<file path="src/rtl/im_loader.sv">
`default_nettype none
// ============================================================================
// Module      : im_loader
// Description : Instruction-memory writer. Takes a program image as a byte
//               stream (valid/ready), packs little-endian 32-bit words and
//               writes them to IM word slots 0..N-1, then verifies a trailing
//               XOR checksum. The CPU is held frozen until a good image has
//               been loaded.
//
//               Stream: LEN lo, LEN hi (N words), 4*N data bytes, checksum
//               (XOR of the data bytes only).
//
// Ports       : clk          system clock
//               reset        synchronous, active-low reset
//               start        one-cycle load request (IDLE/DONE/ERR only)
//               rx_valid     byte valid
//               rx_data      byte data
//               rx_ready     loader can accept a byte
//               im_we        IM write strobe, one cycle per word
//               im_waddr     IM word index being written
//               im_wdata     IM word being written
//               busy         load in progress
//               done         sticky: last load succeeded
//               err          sticky: last load failed
//               cpu_hold     freeze request to the fetch unit
//               load_end_pc  first PC past the loaded image
//
// Revision    : 1.0 - initial release
// ============================================================================
module im_loader #(
    parameter int          ADDR_W  = 12,
    parameter logic [31:0] BASE_PC = 32'h0000_3000
) (
    input  logic              clk,
    input  logic              reset,
    input  logic              start,
    input  logic              rx_valid,
    input  logic [7:0]        rx_data,
    output logic              rx_ready,
    output logic              im_we,
    output logic [ADDR_W-1:0] im_waddr,
    output logic [31:0]       im_wdata,
    output logic              busy,
    output logic              done,
    output logic              err,
    output logic              cpu_hold,
    output logic [31:0]       load_end_pc
);

    localparam int unsigned MAX_WORDS = 32'd1 << ADDR_W;

    typedef enum logic [2:0] {
        S_IDLE = 3'd0,
        S_LEN0 = 3'd1,
        S_LEN1 = 3'd2,
        S_DATA = 3'd3,
        S_CHK  = 3'd4,
        S_DONE = 3'd5,
        S_ERR  = 3'd6
    } state_t;

    state_t              r_state;
    logic [15:0]         r_len;        // word count N
    logic [ADDR_W:0]     r_word_idx;   // one extra bit so N = 2^ADDR_W is reachable
    logic [1:0]          r_byte_cnt;   // byte position inside the current word
    logic [23:0]         r_buf;        // lower three bytes of the word in flight
    logic [7:0]          r_chk;        // running XOR of data bytes

    logic                w_accept;
    logic [15:0]         w_len_full;
    logic [ADDR_W:0]     w_next_idx;

    // rx_ready is a pure decode of the state register.
    assign rx_ready   = (r_state == S_LEN0) || (r_state == S_LEN1) ||
                        (r_state == S_DATA) || (r_state == S_CHK);
    assign w_accept   = rx_valid && rx_ready;
    assign w_len_full = {rx_data, r_len[7:0]};
    assign w_next_idx = r_word_idx + 1'b1;

    always_ff @(posedge clk) begin
        if (!reset) begin
            r_state     <= S_IDLE;
            r_len       <= '0;
            r_word_idx  <= '0;
            r_byte_cnt  <= '0;
            r_buf       <= '0;
            r_chk       <= '0;
            im_we       <= 1'b0;
            im_waddr    <= '0;
            im_wdata    <= '0;
            busy        <= 1'b0;
            done        <= 1'b0;
            err         <= 1'b0;
            cpu_hold    <= 1'b1;
            load_end_pc <= BASE_PC;
        end else begin
            // Write strobe lasts exactly one cycle after the 4th byte.
            im_we <= 1'b0;

            case (r_state)
                S_IDLE, S_DONE, S_ERR: begin
                    if (start) begin
                        r_state    <= S_LEN0;
                        r_word_idx <= '0;
                        r_byte_cnt <= '0;
                        r_chk      <= '0;
                        done       <= 1'b0;
                        err        <= 1'b0;
                        busy       <= 1'b1;
                        cpu_hold   <= 1'b1;
                    end
                end

                S_LEN0: begin
                    if (w_accept) begin
                        r_len[7:0] <= rx_data;
                        r_state    <= S_LEN1;
                    end
                end

                S_LEN1: begin
                    if (w_accept) begin
                        r_len[15:8] <= rx_data;
                        if (32'(w_len_full) > MAX_WORDS) begin
                            r_state <= S_ERR;
                            err     <= 1'b1;
                            busy    <= 1'b0;
                        end else if (w_len_full == 16'd0) begin
                            r_state <= S_CHK;
                        end else begin
                            r_state <= S_DATA;
                        end
                    end
                end

                S_DATA: begin
                    if (w_accept) begin
                        r_chk      <= r_chk ^ rx_data;
                        r_byte_cnt <= r_byte_cnt + 2'd1;
                        case (r_byte_cnt)
                            2'd0: r_buf[7:0]   <= rx_data;
                            2'd1: r_buf[15:8]  <= rx_data;
                            2'd2: r_buf[23:16] <= rx_data;
                            default: begin
                                im_we      <= 1'b1;
                                im_waddr   <= r_word_idx[ADDR_W-1:0];
                                im_wdata   <= {rx_data, r_buf};
                                r_word_idx <= w_next_idx;
                                // N was bounded to 2^ADDR_W, so its low
                                // ADDR_W+1 bits hold it exactly.
                                if (w_next_idx == r_len[ADDR_W:0]) begin
                                    r_state <= S_CHK;
                                end
                            end
                        endcase
                    end
                end

                S_CHK: begin
                    if (w_accept) begin
                        busy <= 1'b0;
                        if (rx_data == r_chk) begin
                            r_state     <= S_DONE;
                            done        <= 1'b1;
                            cpu_hold    <= 1'b0;
                            load_end_pc <= BASE_PC + (32'(r_len) << 2);
                        end else begin
                            r_state <= S_ERR;
                            err     <= 1'b1;
                        end
                    end
                end

                default: begin
                    r_state <= S_IDLE;
                end
            endcase
        end
    end

endmodule
`default_nettype wire

</file>
<file path="config.mk">
export PLATFORM = sky130hd
export DESIGN_NAME = im_loader
export DESIGN_NICKNAME = d
export VERILOG_FILES = /design/src/rtl/im_loader.sv
export SDC_FILE = /design/constraint.sdc
export NUM_CORES = 1
export LEC_CHECK = 0
export ABC_AREA = 1
export CORE_UTILIZATION = 40
export CTS_CLUSTER_SIZE = 14
export DETAILED_ROUTE_END_ITERATION = 6
export PLACE_DENSITY = 0.66
export SLEW_MARGIN = 20
export SYNTH_ARGS = -nofsm -noshare
export SYNTH_HDL_FRONTEND = slang
export SYNTH_SLANG_ARGS = --single-unit
</file>
<file path="constraint.sdc">
create_clock -name clk -period 2.9 [get_ports clk]
set_input_delay 0.58 -clock clk [delete_from_list [all_inputs] [get_ports clk]]
set_output_delay 0.58 -clock clk [all_outputs]
set_load 0.005 [all_outputs]
</file>
==> results of run 1 <==
## power by group through the flow
stage,combinational (W),clock [W],sequential [W]
CTS,0.00148,0.00212,0.00215
global placement,0.00147,0,0.00218
detailed placement,0.00147,0,0.00219
global route,0.00168,0.00219,0.00218
finish,0.00148,0.00208,0.00215
floorplan,0.00118,0,0.00215
## metrics by stage
step | cells | util | hold WS [ns]
6_report | 1024 | 0.5160 | 0.4492
5_1_grt | 1024 | 0.5160 | 0.4889
3_5_place_dp | 992 | 0.4740 | 0.4458
2_1_floorplan | 770 | - | 0.4392
4_1_cts | 1024 | 0.5160 | 0.4540
3_3_place_gp | 992 | 0.4740 | 0.4380
## path summary, 6_finish.rpt
path                            cells after the start                  startpoint  slack (ns)                       to
worst min register to register                      2            err$_SDFFE_PN0P_        0.45         err$_SDFFE_PN0P_
worst max-delay path                                5     r_state[1]$_SDFFE_PN0P_        0.52                 rx_ready
worst max register to register                     14  r_word_idx[0]$_SDFFE_PN0P_        0.77  r_state[0]$_SDFFE_PN0P_
worst min-delay path                                2            err$_SDFFE_PN0P_        0.45         err$_SDFFE_PN0P_
## per-layer routing
layer | wire (µm) | vias to the layer above
met5 | 0 | -
met4 | 202 | 0
met1 | 6867 | 2275
li1 | - | 2606
met2 | 6190 | 120
met3 | 709 | 19
## worst max-delay path: stages (launching register included)
cell	delay, ns
sky130_fd_sc_hd__dfxtp_1	0.38
sky130_fd_sc_hd__nor2_1	0.07
sky130_fd_sc_hd__nand2_1	0.11
sky130_fd_sc_hd__inv_1	0.10
sky130_fd_sc_hd__or2_2	0.28
sky130_fd_sc_hd__clkdlybuf4s50_1	0.44
## cell usage in the layout, fill, tap and decap left out, types with 3 or more instances in the layout
cell type / n
sky130_fd_sc_hd__a211oi_2: 3
sky130_fd_sc_hd__a21oi_1: 67
sky130_fd_sc_hd__a21oi_2: 6
sky130_fd_sc_hd__buf_4: 14
sky130_fd_sc_hd__clkbuf_16: 17
sky130_fd_sc_hd__clkbuf_8: 6
sky130_fd_sc_hd__clkdlybuf4s50_1: 77
sky130_fd_sc_hd__clkinv_1: 3
sky130_fd_sc_hd__clkinv_2: 3
sky130_fd_sc_hd__conb_1: 15
sky130_fd_sc_hd__dfxtp_1: 132
sky130_fd_sc_hd__ha_1: 6
sky130_fd_sc_hd__inv_1: 37
sky130_fd_sc_hd__inv_2: 5
sky130_fd_sc_hd__nand2_1: 83
sky130_fd_sc_hd__nand3_1: 31
sky130_fd_sc_hd__nand3b_1: 3
sky130_fd_sc_hd__nand4_1: 4
sky130_fd_sc_hd__nor2_1: 166
sky130_fd_sc_hd__nor2_2: 4
sky130_fd_sc_hd__o21ai_0: 98
sky130_fd_sc_hd__o21ai_1: 17
sky130_fd_sc_hd__xor2_1: 15
## flip-flops by register name, indices dropped and copies added (netlist names), 3 cells and up
signal / flops
load_end_pc: 17
im_wdata: 32
r_word_idx: 13
r_state: 3
im_waddr: 12
r_len: 16
r_buf: 24
r_chk: 8
## logic make-up after synthesis
kind of cell | Yosys count | synth area share
and+or+nand+nor | 304 | 0.2240
buffers and inverters | 97 | 0.08542
other | 1 | 0.0006531
DFF | 132 | 0.4602
AOI/OAI and AO/OA | 199 | 0.1881
adders and majority gates | 6 | 0.01307
xor gates and xnor gates | 17 | 0.02855
## final cells by class
class	instances	area [µm²]	share of cell area
multi-input cells	541	2661	0.3701
flip-flops and latches	132	2643	0.3675
repair buffers	93	900.9	0.1253
clock buffers	25	515.5	0.07169
well taps	180	225.2	0.03132
inverters	46	175.2	0.02436
clock inverters	7	70.07	0.009744
==> impl_summary.log, run 1 <==
INFO  metric worst-endpoint-required = 2.32 ns
INFO  metric detailedPlace.worstSlack = a little under 0.3 ns
INFO  metric fmaxAchievable = about 420 MHz
INFO  metric placeable_core_region = between 10000 and 15000 µm²
INFO  metric power_density = a little under 800 nW/µm²
INFO  metric drt-wirelength-per-cell = ~14 µm
INFO  metric global_route.peak_usage_layer = met2
INFO  metric start_util = 0.4120
INFO  metric synth_most_common_cell = sky130_fd_sc_hd__nor2_1
INFO  metric insertedDiodeCount = 0
INFO  metric power.share.switching = 0.3308
INFO  metric synth-seq-cells = about 130
INFO  metric internal_portion_of_total_power = 0.003825 W
INFO  metric max_cap_viol_count = 0
INFO  metric post_cts_resized = 0
INFO  metric ys_dominant_reg_cell = sky130_fd_sc_hd__dfxtp_1
INFO  metric via_count = between 5000 and 6000
INFO  metric die_x = 121.8 µm
INFO  metric syn_inst_count = 756
INFO  metric grt_util_met3 = 0.04213
INFO  metric seq_total_area_yosys = 0.4602
INFO  metric clockBufferDepth = 2
INFO  metric final-max-slew-violation-count = 0
INFO  metric finish.instance_area = 7191 µm²
INFO  metric drc = 0
INFO  metric floorplan.io_pins = 94
INFO  metric fin_crit_sh = 0.8222
INFO  metric switching_power = around 0.0019 W
INFO  metric final.setup_skew = slightly below 0.008 ns
INFO  metric first_pass_iters = 5
INFO  metric post_route_cells_drive_above_1_share = 0.09360
INFO  metric clock_sinks = between 100 and 150
INFO  metric period_needed = 2.384 ns
INFO  metric slew_headroom = 0.3990
INFO  metric depth_of_the_cts_h_tree = 4
INFO  metric ys_async_sr_fraction = 0
INFO  metric power_frac_seq = 0.376
INFO  metric areaGrowthSynthToFinish = 25.23%
INFO  metric first_global_vias = between 4000 and 5000
INFO  metric post_dp_cell_area = 6605 µm²
INFO  metric final.setup.tns = 0 ns
INFO  metric syn-cell-area = between 5000 and 6000 µm²
INFO  metric cts_tree = yes
INFO  metric drt-vias-per-instance = 4.902
INFO  metric synth_top_area_frac = 0.4602
INFO  metric yosys.area.top_type = sky130_fd_sc_hd__dfxtp_1
INFO  metric post_synth.cell_area_avg = between 7 and 8 µm²
INFO  metric aggregate_global_route_resource_usage = 0.1981
INFO  metric min-delay-path-class = register to register
INFO  metric drt-total-wl = between 10000 and 15000 µm
INFO  metric status = finished clean
INFO  metric leftover_overflow_at_the_end_of_global_routing = 0
INFO  metric detailed_place_hpwl = ~9400 µm
INFO  metric ir_worst_vdd = between 0.4 and 0.5 mV
INFO  metric detail_route.iter0.violations = around 450
INFO  metric met2_routing_resource_usage_after_global_routing = 0.3005
INFO  metric critical_path.endpoint_type = output pin
INFO  metric root_cell_of_the_clock_tree = sky130_fd_sc_hd__clkbuf_16
INFO  metric layout.filler_cells = ~1400
INFO  metric largest_net_degree_at_the_start_of_global_routing = approximately 110
INFO  metric die_height = 121.8 µm
INFO  metric timing.critical_path.fanout_max = 4
INFO  metric finalSetupViolations = 0
INFO  metric die_area = ~15000 µm²
INFO  metric tightest_slew = between 0.9 and 1 ns
INFO  metric yosysUniqueCellTypes = 43
INFO  metric unrepaired_setup_endpoints_after_global_routing = false
INFO  metric criticalPathCategory = register to output pin
INFO  metric grt_use_met1 = 0.2714
INFO  metric leakagePower = about 2.7 nW
INFO  metric drt.antenna.violating_nets = 0
INFO  metric port-buffer-count = 78
INFO  metric row_count = 43
INFO  metric synth_edf_count = 0
INFO  metric clock_insertion_delay_worst_skew = between 0.4 and 0.5 ns
INFO  metric antenna_violations_before_repair = 0
INFO  metric comb_power_share = 0.259
INFO  metric arrival = 1.80 ns
INFO  metric finalHoldViolations = 0
INFO  metric synth.area.top_cells = sky130_fd_sc_hd__dfxtp_1 46%, sky130_fd_sc_hd__nor2_1 11%, sky130_fd_sc_hd__o21ai_0 8.5%
INFO  metric yosys_warnings = 0
INFO  metric report.power.total = 0.005717 W
INFO  metric numCtsBuffers = 17
INFO  metric routability_driven_placement_congestion_ratio = approximately 0.88
INFO  metric cts_setup_buffers = 0
INFO  metric holdBufCountCts = 0
INFO  metric post_synth_most_frequent_cells = 166 x sky130_fd_sc_hd__nor2_1, 132 x sky130_fd_sc_hd__dfxtp_1, 98 x sky130_fd_sc_hd__o21ai_0
INFO  metric power_frac_clock = 0.365
INFO  metric worst_setup_path_start_kind = register
INFO  metric timing.final.ws_setup = 0.5156 ns
INFO  metric path_clk_slew = 0.05 ns
INFO  metric grt_first_pass_wirelength = 22470 µm
INFO  metric fin_nets = ~850
No activity file was read; power rests on OpenSTA's default activity.
==> inputs of run 2 (changes only) <==
==> constraint.sdc (replaced) <==
create_clock -name clk -period 2.2 [get_ports clk]
set_input_delay 0.44 -clock clk [delete_from_list [all_inputs] [get_ports clk]]
set_output_delay 0.44 -clock clk [all_outputs]
set_load 0.005 [all_outputs]
==> run 2 against run 1 <==
Compared with the run above:
- final cell count is 1.7% higher
- core utilization is 1.5 points higher
- critical path type unchanged
- non-clock buffer count is 17 higher
- critical path depth is 2 lower
- clock skew is 0.00083 ns higher
- register-to-register slack worse by 0.58 ns
- sequential share of layout area is 0.97 points lower
- combinational power is 39% higher
==> impl_summary.log, run 2 (synthesis results as in run 1) <==
INFO  metric status = finished clean (unchanged)
INFO  metric drt-wirelength-per-cell = 13.36 µm (was 13.64 µm)
INFO  metric path_clk_slew = 0.05 ns (about the same)
INFO  metric critical_path.endpoint_type = output pin (unchanged)
INFO  metric power_density = 1058 nW/µm² (was 795.0 nW/µm²)
INFO  metric finalSetupViolations = 0 (unchanged)
INFO  metric final.setup.tns = 0 ns (unchanged)
INFO  metric detail_route.iter0.violations = 368 (was 451)
INFO  metric fmaxAchievable = 466.5 MHz
INFO  metric criticalPathCategory = register to output pin (unchanged)
INFO  metric tightest_slew = 0.8133 ns (was 0.9016 ns)
INFO  metric root_cell_of_the_clock_tree = sky130_fd_sc_hd__clkbuf_16 (unchanged)
INFO  metric drt.antenna.violating_nets = 0 (unchanged)
INFO  metric drt-vias-per-instance = 4.859 (was 4.902)
INFO  metric min-delay-path-class = register to register (unchanged)
INFO  metric leakagePower = 2.836 nW (was 2.743 nW)
INFO  metric antenna_violations_before_repair = 0 (unchanged)
INFO  metric final.setup_skew = 0.008556 ns (was 0.007723 ns)
INFO  metric areaGrowthSynthToFinish = 28.87% (was 25.23%)
INFO  metric finalHoldViolations = 0 (unchanged)
INFO  metric floorplan.io_pins = 94 (unchanged)
INFO  metric layout_top_registers = im_wdata: 32 flops, r_buf: 24 flops, load_end_pc: 17 flops (unchanged)
INFO  metric first_global_vias = 4511 (was 4500)
INFO  metric critical-path-top-delay-family = buffers and inverters (unchanged)
INFO  metric row_count = 43 (unchanged)
INFO  metric detailedPlace.worstSlack = -0.1131 ns (was 0.2884 ns)
INFO  metric first_pass_iters = 5 (unchanged)
INFO  metric slew_headroom = 0.4572 (was 0.3990)
INFO  metric grt_first_pass_wirelength = 22580 µm (was 22470 µm)
INFO  metric insertedDiodeCount = 0 (unchanged)
INFO  metric worst_path_largest_cell_delay = 0.45 ns (was 0.44 ns)
INFO  metric depth_of_the_cts_h_tree = 4 (unchanged)
INFO  metric timing.critical_path.fanout_max = 7 (was 4)
INFO  metric timing.final.ws_setup = 0.05621 ns (was 0.5156 ns)
INFO  metric placeable_core_region = 13930 µm² (unchanged)
INFO  metric cts_tree = yes (unchanged)
INFO  metric port-buffer-count = 78 (unchanged)
INFO  metric final-max-slew-violation-count = 0 (unchanged)
INFO  metric period_needed = between 2 and 2.5 ns
INFO  metric routability_driven_placement_congestion_ratio = 0.8177 (was 0.8802)
INFO  metric largest-register = im_wdata (unchanged)
INFO  metric leftover_overflow_at_the_end_of_global_routing = 0 (unchanged)
INFO  metric fin_crit_sh = 0.9744
INFO  metric post_route_cells_drive_above_1_share = 0.1231 (was 0.09360)
INFO  metric layout_commonest_cell = sky130_fd_sc_hd__nor2_1 (unchanged)
INFO  metric numCtsBuffers = 17 (unchanged)
INFO  metric cpMaxStageDelayCell = sky130_fd_sc_hd__clkdlybuf4s50_1 (unchanged)
INFO  metric holdBufCountCts = 0 (unchanged)
INFO  metric drc = 0 (unchanged)
INFO  metric fin_worst_hold_slack = 0.4447 ns (was 0.4492 ns)
INFO  metric fin_nets = 866 (was 849)
INFO  metric die_height = 121.8 µm (unchanged)
INFO  metric largest_net_degree_at_the_start_of_global_routing = 111 (unchanged)
INFO  metric clock_sinks = 132 (unchanged)
INFO  metric die_x = 121.8 µm (unchanged)
INFO  metric critical_path.n_buffers_inverters = 1 (was 2)
INFO  metric arrival = 1.70 ns (was 1.80 ns)
INFO  metric most-common-layout-cells = 162 x sky130_fd_sc_hd__nor2_1, 128 x sky130_fd_sc_hd__dfxtp_1, 97 x sky130_fd_sc_hd__o21ai_0, 82 x sky130_fd_sc_hd__nand2_1, 77 x sky130_fd_sc_hd__clkdlybuf4s50_1 (was 166 x sky130_fd_sc_hd__nor2_1, 132 x sky130_fd_sc_hd__dfxtp_1, 98 x sky130_fd_sc_hd__o21ai_0, 83 x sky130_fd_sc_hd__nand2_1, 77 x sky130_fd_sc_hd__clkdlybuf4s50_1)
INFO  metric worst-endpoint-required = 1.76 ns (was 2.32 ns)
INFO  metric clockBufferDepth = 2 (unchanged)
INFO  metric cts_setup_buffers = 0 (unchanged)
INFO  metric critical_path.cell_chain = nor2_1, or2_2, clkdlybuf4s50_1 (was nor2_1, nand2_1, inv_1, or2_2, clkdlybuf4s50_1)
INFO  metric max_cap_viol_count = 0 (unchanged)
INFO  metric drt-total-wl = 13910 µm (was 13970 µm)
INFO  metric die_area = 14840 µm² (unchanged)
INFO  metric post_dp_cell_area = 6758 µm² (was 6605 µm²)
INFO  metric largest_register_ffs = 32 (unchanged)
INFO  metric aggregate_global_route_resource_usage = 0.1989 (was 0.1981)
INFO  metric worst_setup_path_start_kind = register (unchanged)
INFO  metric start_util = 0.4120 (unchanged)
INFO  metric clock_insertion_delay_worst_skew = 0.42 ns (was 0.43 ns)
INFO  metric via_count = 5058 (was 5020)
INFO  metric finish.instance_area = 7400 µm² (was 7191 µm²)
INFO  metric detailed_place_hpwl = 9555 µm (was 9393 µm)
INFO  metric ir_worst_vdd = 0.5316 mV (was 0.4384 mV)
-- run 2: layout make-up --
cell class | count | area [µm²]
repair buffers | 110 | 1054
inverters | 46 | 175.2
multi-input cells | 541 | 2684
clock buffers | 24 | 491.7
fillers | 1361 | 6535
clock inverters | 8 | 122.6
flip-flops and latches | 132 | 2648
well taps | 180 | 225.2
-- run 2: path summary, 6_finish.rpt --
| check | startpoint | to | slack [ns] | cells after the start |
|---|---|---|---|---|
| worst max-delay path | r_state[2]$_SDFFE_PN0P_ | rx_ready | 0.06 | 3 |
| worst min-delay path | err$_SDFFE_PN0P_ | err$_SDFFE_PN0P_ | 0.44 | 2 |
| worst max register to register | r_word_idx[0]$_SDFFE_PN0P_ | r_state[1]$_SDFFE_PN0P_ | 0.19 | 14 |
| worst min register to register | err$_SDFFE_PN0P_ | err$_SDFFE_PN0P_ | 0.44 | 2 |
-- run 2: routing by layer --
metal	up-vias	part of all wire	global-route usage
met4	0	0.024	0.1049
li1	2639	-	-
met2	129	0.42	0.2913
met3	24	0.049	0.04541
met5	-	0	0
met1	2266	0.50	0.2708
-- run 2: repair_timing --
action | CTS | global route
pin swaps | 0 | 1
endpoints found under the setup margin | 1 | 4
resized for setup | 3 | 10
-- run 2: where the power goes --
part	internal (W)	switching (W)	leakage, nW
logic	0.000765	0.00129	1.47
registers	0.00264	0.000206	1.07
clock network	0.00190	0.00103	0.292
total	0.00530	0.00253	2.84
-- run 2: per-stage QoR --
step	util	total power (W)	instances
after global routing	0.5310	0.008267	1041
after global placement	0.4850	0.004886	1009
final	0.5310	0.007830	1041
after CTS	0.5292	0.007826	1041
after floorplan	-	0.004383	770
after detailed placement	0.4850	0.004894	1009
-- run 2: tightest hold or removal path: cells and delay by family (launching register included) --
kind | cells | cell delay (ns)
AOI/OAI and AO/OA | 1 | 0.05
buffers and inverters | 1 | 0.05
DFF | 1 | 0.31
==> inputs of run 3 (changes only) <==
--- a/config.mk
+++ b/config.mk
@@ -5,11 +5,11 @@
 export SDC_FILE = /design/constraint.sdc
 export NUM_CORES = 1
 export LEC_CHECK = 0
-export ABC_AREA = 1
+export ABC_AREA = 0
 export CORE_UTILIZATION = 40
 export CTS_CLUSTER_SIZE = 14
 export DETAILED_ROUTE_END_ITERATION = 6
-export PLACE_DENSITY = 0.66
+export PLACE_DENSITY = 0.59
 export SLEW_MARGIN = 20
 export SYNTH_ARGS = -nofsm -noshare
 export SYNTH_HDL_FRONTEND = slang
==> run 3 against run 2 <==
Compared with the run above:
- clock power grew 2%
- combinational power shrank 40%
- clock-buffer cell count shrank 5
- wire length grew 23%
- global-route usage grew 2.2 points
- setup slack gained 0.056 ns
- via count grew 12%
- largest power group unchanged
- sequential cell count is the same
- clock skew grew 0.0031 ns
- final cell count grew 6.1%
- critical endpoint is now busy$_SDFFE_PN0P_
- non-clock buffer count grew 29
- sequential power shrank 8.5%
==> impl_summary.log, run 3 <==
INFO  metric status = finished clean (unchanged)
INFO  metric worstReg2RegStart = r_word_idx[0]$_SDFFE_PN0P_ (unchanged)
INFO  metric drt-total-wl = 17110 µm (was 13910 µm)
INFO  metric row_count = 45 (was 43)
INFO  metric yosys_warnings = 0 (unchanged)
INFO  metric post_route_cells_drive_above_1_share = 0.1221 (was 0.1231)
INFO  metric timing.hold.worst.start = cpu_hold$_SDFFE_PN1P_ (was err$_SDFFE_PN0P_)
INFO  metric final-max-slew-violation-count = 0 (unchanged)
INFO  metric seq_total_area_yosys = 0.4145 (was 0.4602)
INFO  metric cts_setup_buffers = 0 (unchanged)
INFO  metric aggregate_global_route_resource_usage = 0.2212 (was 0.1989)
INFO  metric port-buffer-count = 78 (unchanged)
INFO  metric worst_setup_path_start_kind = primary input (was register)
INFO  metric synth_edf_count = 0 (unchanged)
INFO  metric die_height = 128.2 µm (was 121.8 µm)
INFO  metric synth_most_common_cell = sky130_fd_sc_hd__nand2_1 (was sky130_fd_sc_hd__nor2_1)
INFO  metric synth-seq-cells = 132 (unchanged)
INFO  metric floorplan.io_pins = 94 (unchanged)
INFO  metric final.setup_skew = 0.01165 ns (was 0.008556 ns)
INFO  metric most-common-layout-cells = 211 x sky130_fd_sc_hd__nand2_1, 131 x sky130_fd_sc_hd__dfxtp_1, 94 x sky130_fd_sc_hd__a21boi_0, 77 x sky130_fd_sc_hd__clkdlybuf4s50_1, 57 x sky130_fd_sc_hd__buf_4 (was 162 x sky130_fd_sc_hd__nor2_1, 128 x sky130_fd_sc_hd__dfxtp_1, 97 x sky130_fd_sc_hd__o21ai_0, 82 x sky130_fd_sc_hd__nand2_1, 77 x sky130_fd_sc_hd__clkdlybuf4s50_1)
INFO  metric fin_nets = 898 (was 866)
INFO  metric layout.filler_cells = 1439 (was 1361)
INFO  metric die_area = 16450 µm² (was 14840 µm²)
INFO  metric ys_dominant_reg_cell = sky130_fd_sc_hd__dfxtp_1 (unchanged)
INFO  metric unrepaired_setup_endpoints_after_global_routing = false
INFO  metric clockBufferDepth = 2 (unchanged)
INFO  metric finalHoldViolations = 0 (unchanged)
INFO  metric ir_worst_vdd = 0.5252 mV (was 0.5316 mV)
INFO  metric period_needed = 2.088 ns (was 2.144 ns)
INFO  metric yosys.area.top_type = sky130_fd_sc_hd__dfxtp_1 (unchanged)
INFO  metric fmaxAchievable = 479.0 MHz (was 466.5 MHz)
INFO  metric first_global_vias = 5572 (was 4511)
INFO  metric slew_headroom = 0.5464 (was 0.4572)
INFO  metric placeable_core_region = 15370 µm² (was 13930 µm²)
INFO  metric detailed_place_hpwl = 12260 µm (was 9555 µm)
INFO  metric synth.area.top_cells = sky130_fd_sc_hd__dfxtp_1 41%, sky130_fd_sc_hd__nand2_1 12%, sky130_fd_sc_hd__a21boi_0 11% (was sky130_fd_sc_hd__dfxtp_1 46%, sky130_fd_sc_hd__nor2_1 11%, sky130_fd_sc_hd__o21ai_0 8.5%)
INFO  metric syn-cell-area = 6375 µm² (was 5742 µm²)
INFO  metric path_clk_slew = 0.05 ns (about the same)
INFO  metric yosysUniqueCellTypes = 60 (was 43)
INFO  metric post_dp_cell_area = 7512 µm² (was 6758 µm²)
INFO  metric timing.reg2reg.worst_path_depth = 8 (was 14)
INFO  metric largest_register_ffs = 32 (unchanged)
INFO  metric worst_hold_path.num_cells = 1 (was 2)
INFO  metric areaGrowthSynthToFinish = 28.18% (was 28.87%)
INFO  metric via_count = 5659 (was 5058)
INFO  metric post_synth.cell_area_avg = 8.142 µm² (was 7.595 µm²)
INFO  metric fin_crit_sh = 0.9490 (was 0.9744)
INFO  metric largest_net_degree_at_the_start_of_global_routing = 50 (was 111)
INFO  metric clock_insertion_delay_worst_skew = 0.42 ns (about the same)
INFO  metric cts_tree = yes (unchanged)
INFO  metric max_cap_viol_count = 0 (unchanged)
INFO  metric die_x = 128.2 µm (was 121.8 µm)
INFO  metric grt_first_pass_wirelength = 28130 µm (was 22580 µm)
INFO  metric crit-reg2reg-capture = r_state[1]$_SDFFE_PN0P_ (unchanged)
INFO  metric leakagePower = 2.918 nW (was 2.836 nW)
INFO  metric hold_path_end = cpu_hold$_SDFFE_PN1P_ (was err$_SDFFE_PN0P_)
INFO  metric depth_of_the_cts_h_tree = 4 (unchanged)
INFO  metric layout_top_registers = im_wdata: 32 flops, r_buf: 24 flops, load_end_pc: 17 flops (unchanged)
INFO  metric min-delay-path-class = register to register (unchanged)
INFO  metric tightest_slew = 0.6716 ns (was 0.8133 ns)
INFO  metric post_synth_most_frequent_cells = 211 x sky130_fd_sc_hd__nand2_1, 132 x sky130_fd_sc_hd__dfxtp_1, 94 x sky130_fd_sc_hd__a21boi_0 (was 166 x sky130_fd_sc_hd__nor2_1, 132 x sky130_fd_sc_hd__dfxtp_1, 98 x sky130_fd_sc_hd__o21ai_0)
INFO  metric drt.antenna.violating_nets = 0 (unchanged)
INFO  metric holdBufCountCts = 0 (unchanged)
INFO  metric worst-endpoint-required = 2.55 ns (was 1.76 ns)
INFO  metric synth_top_area_frac = 0.4145 (was 0.4602)
INFO  metric leftover_overflow_at_the_end_of_global_routing = 0 (unchanged)
INFO  metric syn_inst_count = 783 (was 756)
INFO  metric criticalPathCategory = primary input to register (was register to output pin)
INFO  metric first_pass_iters = 4 (was 5)
INFO  metric reg2reg_slack = 0.16 ns (was 0.19 ns)
INFO  metric routability_driven_placement_congestion_ratio = 0.8683 (was 0.8177)
INFO  metric clock_sinks = 132 (unchanged)
INFO  metric drt-vias-per-instance = 5.126 (was 4.859)
INFO  metric drt-wirelength-per-cell = 15.50 µm (was 13.36 µm)
INFO  metric timing.critical_path.fanout_max = 2 (was 7)
INFO  metric largest-register = im_wdata (unchanged)
INFO  metric layout_commonest_cell = sky130_fd_sc_hd__nand2_1 (was sky130_fd_sc_hd__nor2_1)
INFO  metric finish.instance_area = 8172 µm² (was 7400 µm²)
INFO  metric detail_route.iter0.violations = 275 (was 368)
INFO  metric numCtsBuffers = 17 (unchanged)
INFO  metric arrival = 2.44 ns (was 1.70 ns)
INFO  metric finalSetupViolations = 0 (unchanged)
INFO  metric power_density = 833.5 nW/µm² (was 1058 nW/µm²)
INFO  metric ys_async_sr_fraction = 0 (unchanged)
INFO  metric critical_path.endpoint_type = register (was output pin)
INFO  metric drc = 0 (unchanged)
INFO  metric post-route-util = 0.5316 (was 0.5310)
INFO  metric insertedDiodeCount = 0 (unchanged)
INFO  metric root_cell_of_the_clock_tree = sky130_fd_sc_hd__clkbuf_16 (unchanged)
INFO  metric start_util = 0.4147 (was 0.4120)
INFO  metric antenna_violations_before_repair = 0 (unchanged)
==> run 3: what timing repair did <==
action	CTS	global route
pin swaps	0	0
gates resized for setup	1	6
setup endpoints to repair	1	4
==> run 3: critical path: stages <==
cell	delay (ns)
sky130_fd_sc_hd__clkdlybuf4s50_1	0.48
sky130_fd_sc_hd__or4_4	0.56
sky130_fd_sc_hd__o31a_1	0.35
sky130_fd_sc_hd__nor4_2	0.15
sky130_fd_sc_hd__o211ai_1	0.13
sky130_fd_sc_hd__a21bo_1	0.20
sky130_fd_sc_hd__a21boi_2	0.12
==> run 3: logic make-up after synthesis <==
kind of cell               after synthesis  synth area share
other                                    1         0.0005882
and+or+nand+nor                        336            0.2347
buffers and inverters                   82           0.07674
muxes                                    3          0.004907
xor gates and xnor gates                31           0.04259
adders and majority gates                7           0.01335
DFF                                    132            0.4145
AOI/OAI and AO/OA                      191            0.2126
==> run 3: per-stage QoR <==
step	TNS (ns)	setup WS [ns]	hold WS [ns]	power [W]	instances
after floorplan	0	0.1708	0.4310	0.003457	797
after global placement	-4.487	-0.3018	0.4345	0.003832	1072
after detailed placement	-5.732	-0.2992	0.4402	0.003850	1072
after CTS	0	0.06310	0.4534	0.006851	1104
after global routing	0	0.01263	0.4814	0.007132	1104
final	0	0.1121	0.4480	0.006811	1104
==> run 3: worst max-delay path by stage <==
stage / from / endpoint / slack [ns]
final: rx_data[3] / busy$_SDFFE_PN0P_ / 0.11
after global routing: r_word_idx[0]$_SDFFE_PN0P_ / r_state[2]$_SDFFE_PN0P_ / 0.01
after CTS: r_state[0]$_SDFFE_PN0P_ / rx_ready / 0.06
after detailed placement: rx_data[3] / busy$_SDFFE_PN0P_ / -0.30
after global placement: rx_data[3] / busy$_SDFFE_PN0P_ / -0.30
after floorplan: rx_data[3] / busy$_SDFFE_PN0P_ / 0.17
==> run 3: power breakdown <==
group / internal, W / switching, W / total, W
registers: 0.00248 / 0.000117 / 0.00260
clock network: 0.00192 / 0.00106 / 0.00298
logic: 0.000544 / 0.000690 / 0.00123
==> run 3: final cells by class <==
type | count | area, µm² | area share
Inverter | 7 | 26.28 | 0.003215
Sequential cell | 132 | 2644 | 0.3235
Clock inverter | 13 | 181.4 | 0.02220
Timing Repair Buffer | 139 | 1284 | 0.1571
Multi-Input combinational cell | 583 | 3329 | 0.4074
Clock buffer | 19 | 442.9 | 0.05420
Tap cell | 211 | 264.0 | 0.03231
==> run 3: routing by layer <==
metal	track usage	part of all wire
met1	0.2877	0.46
met5	0	0
met4	0.08374	0.015
met2	0.3571	0.47
met3	0.04841	0.050
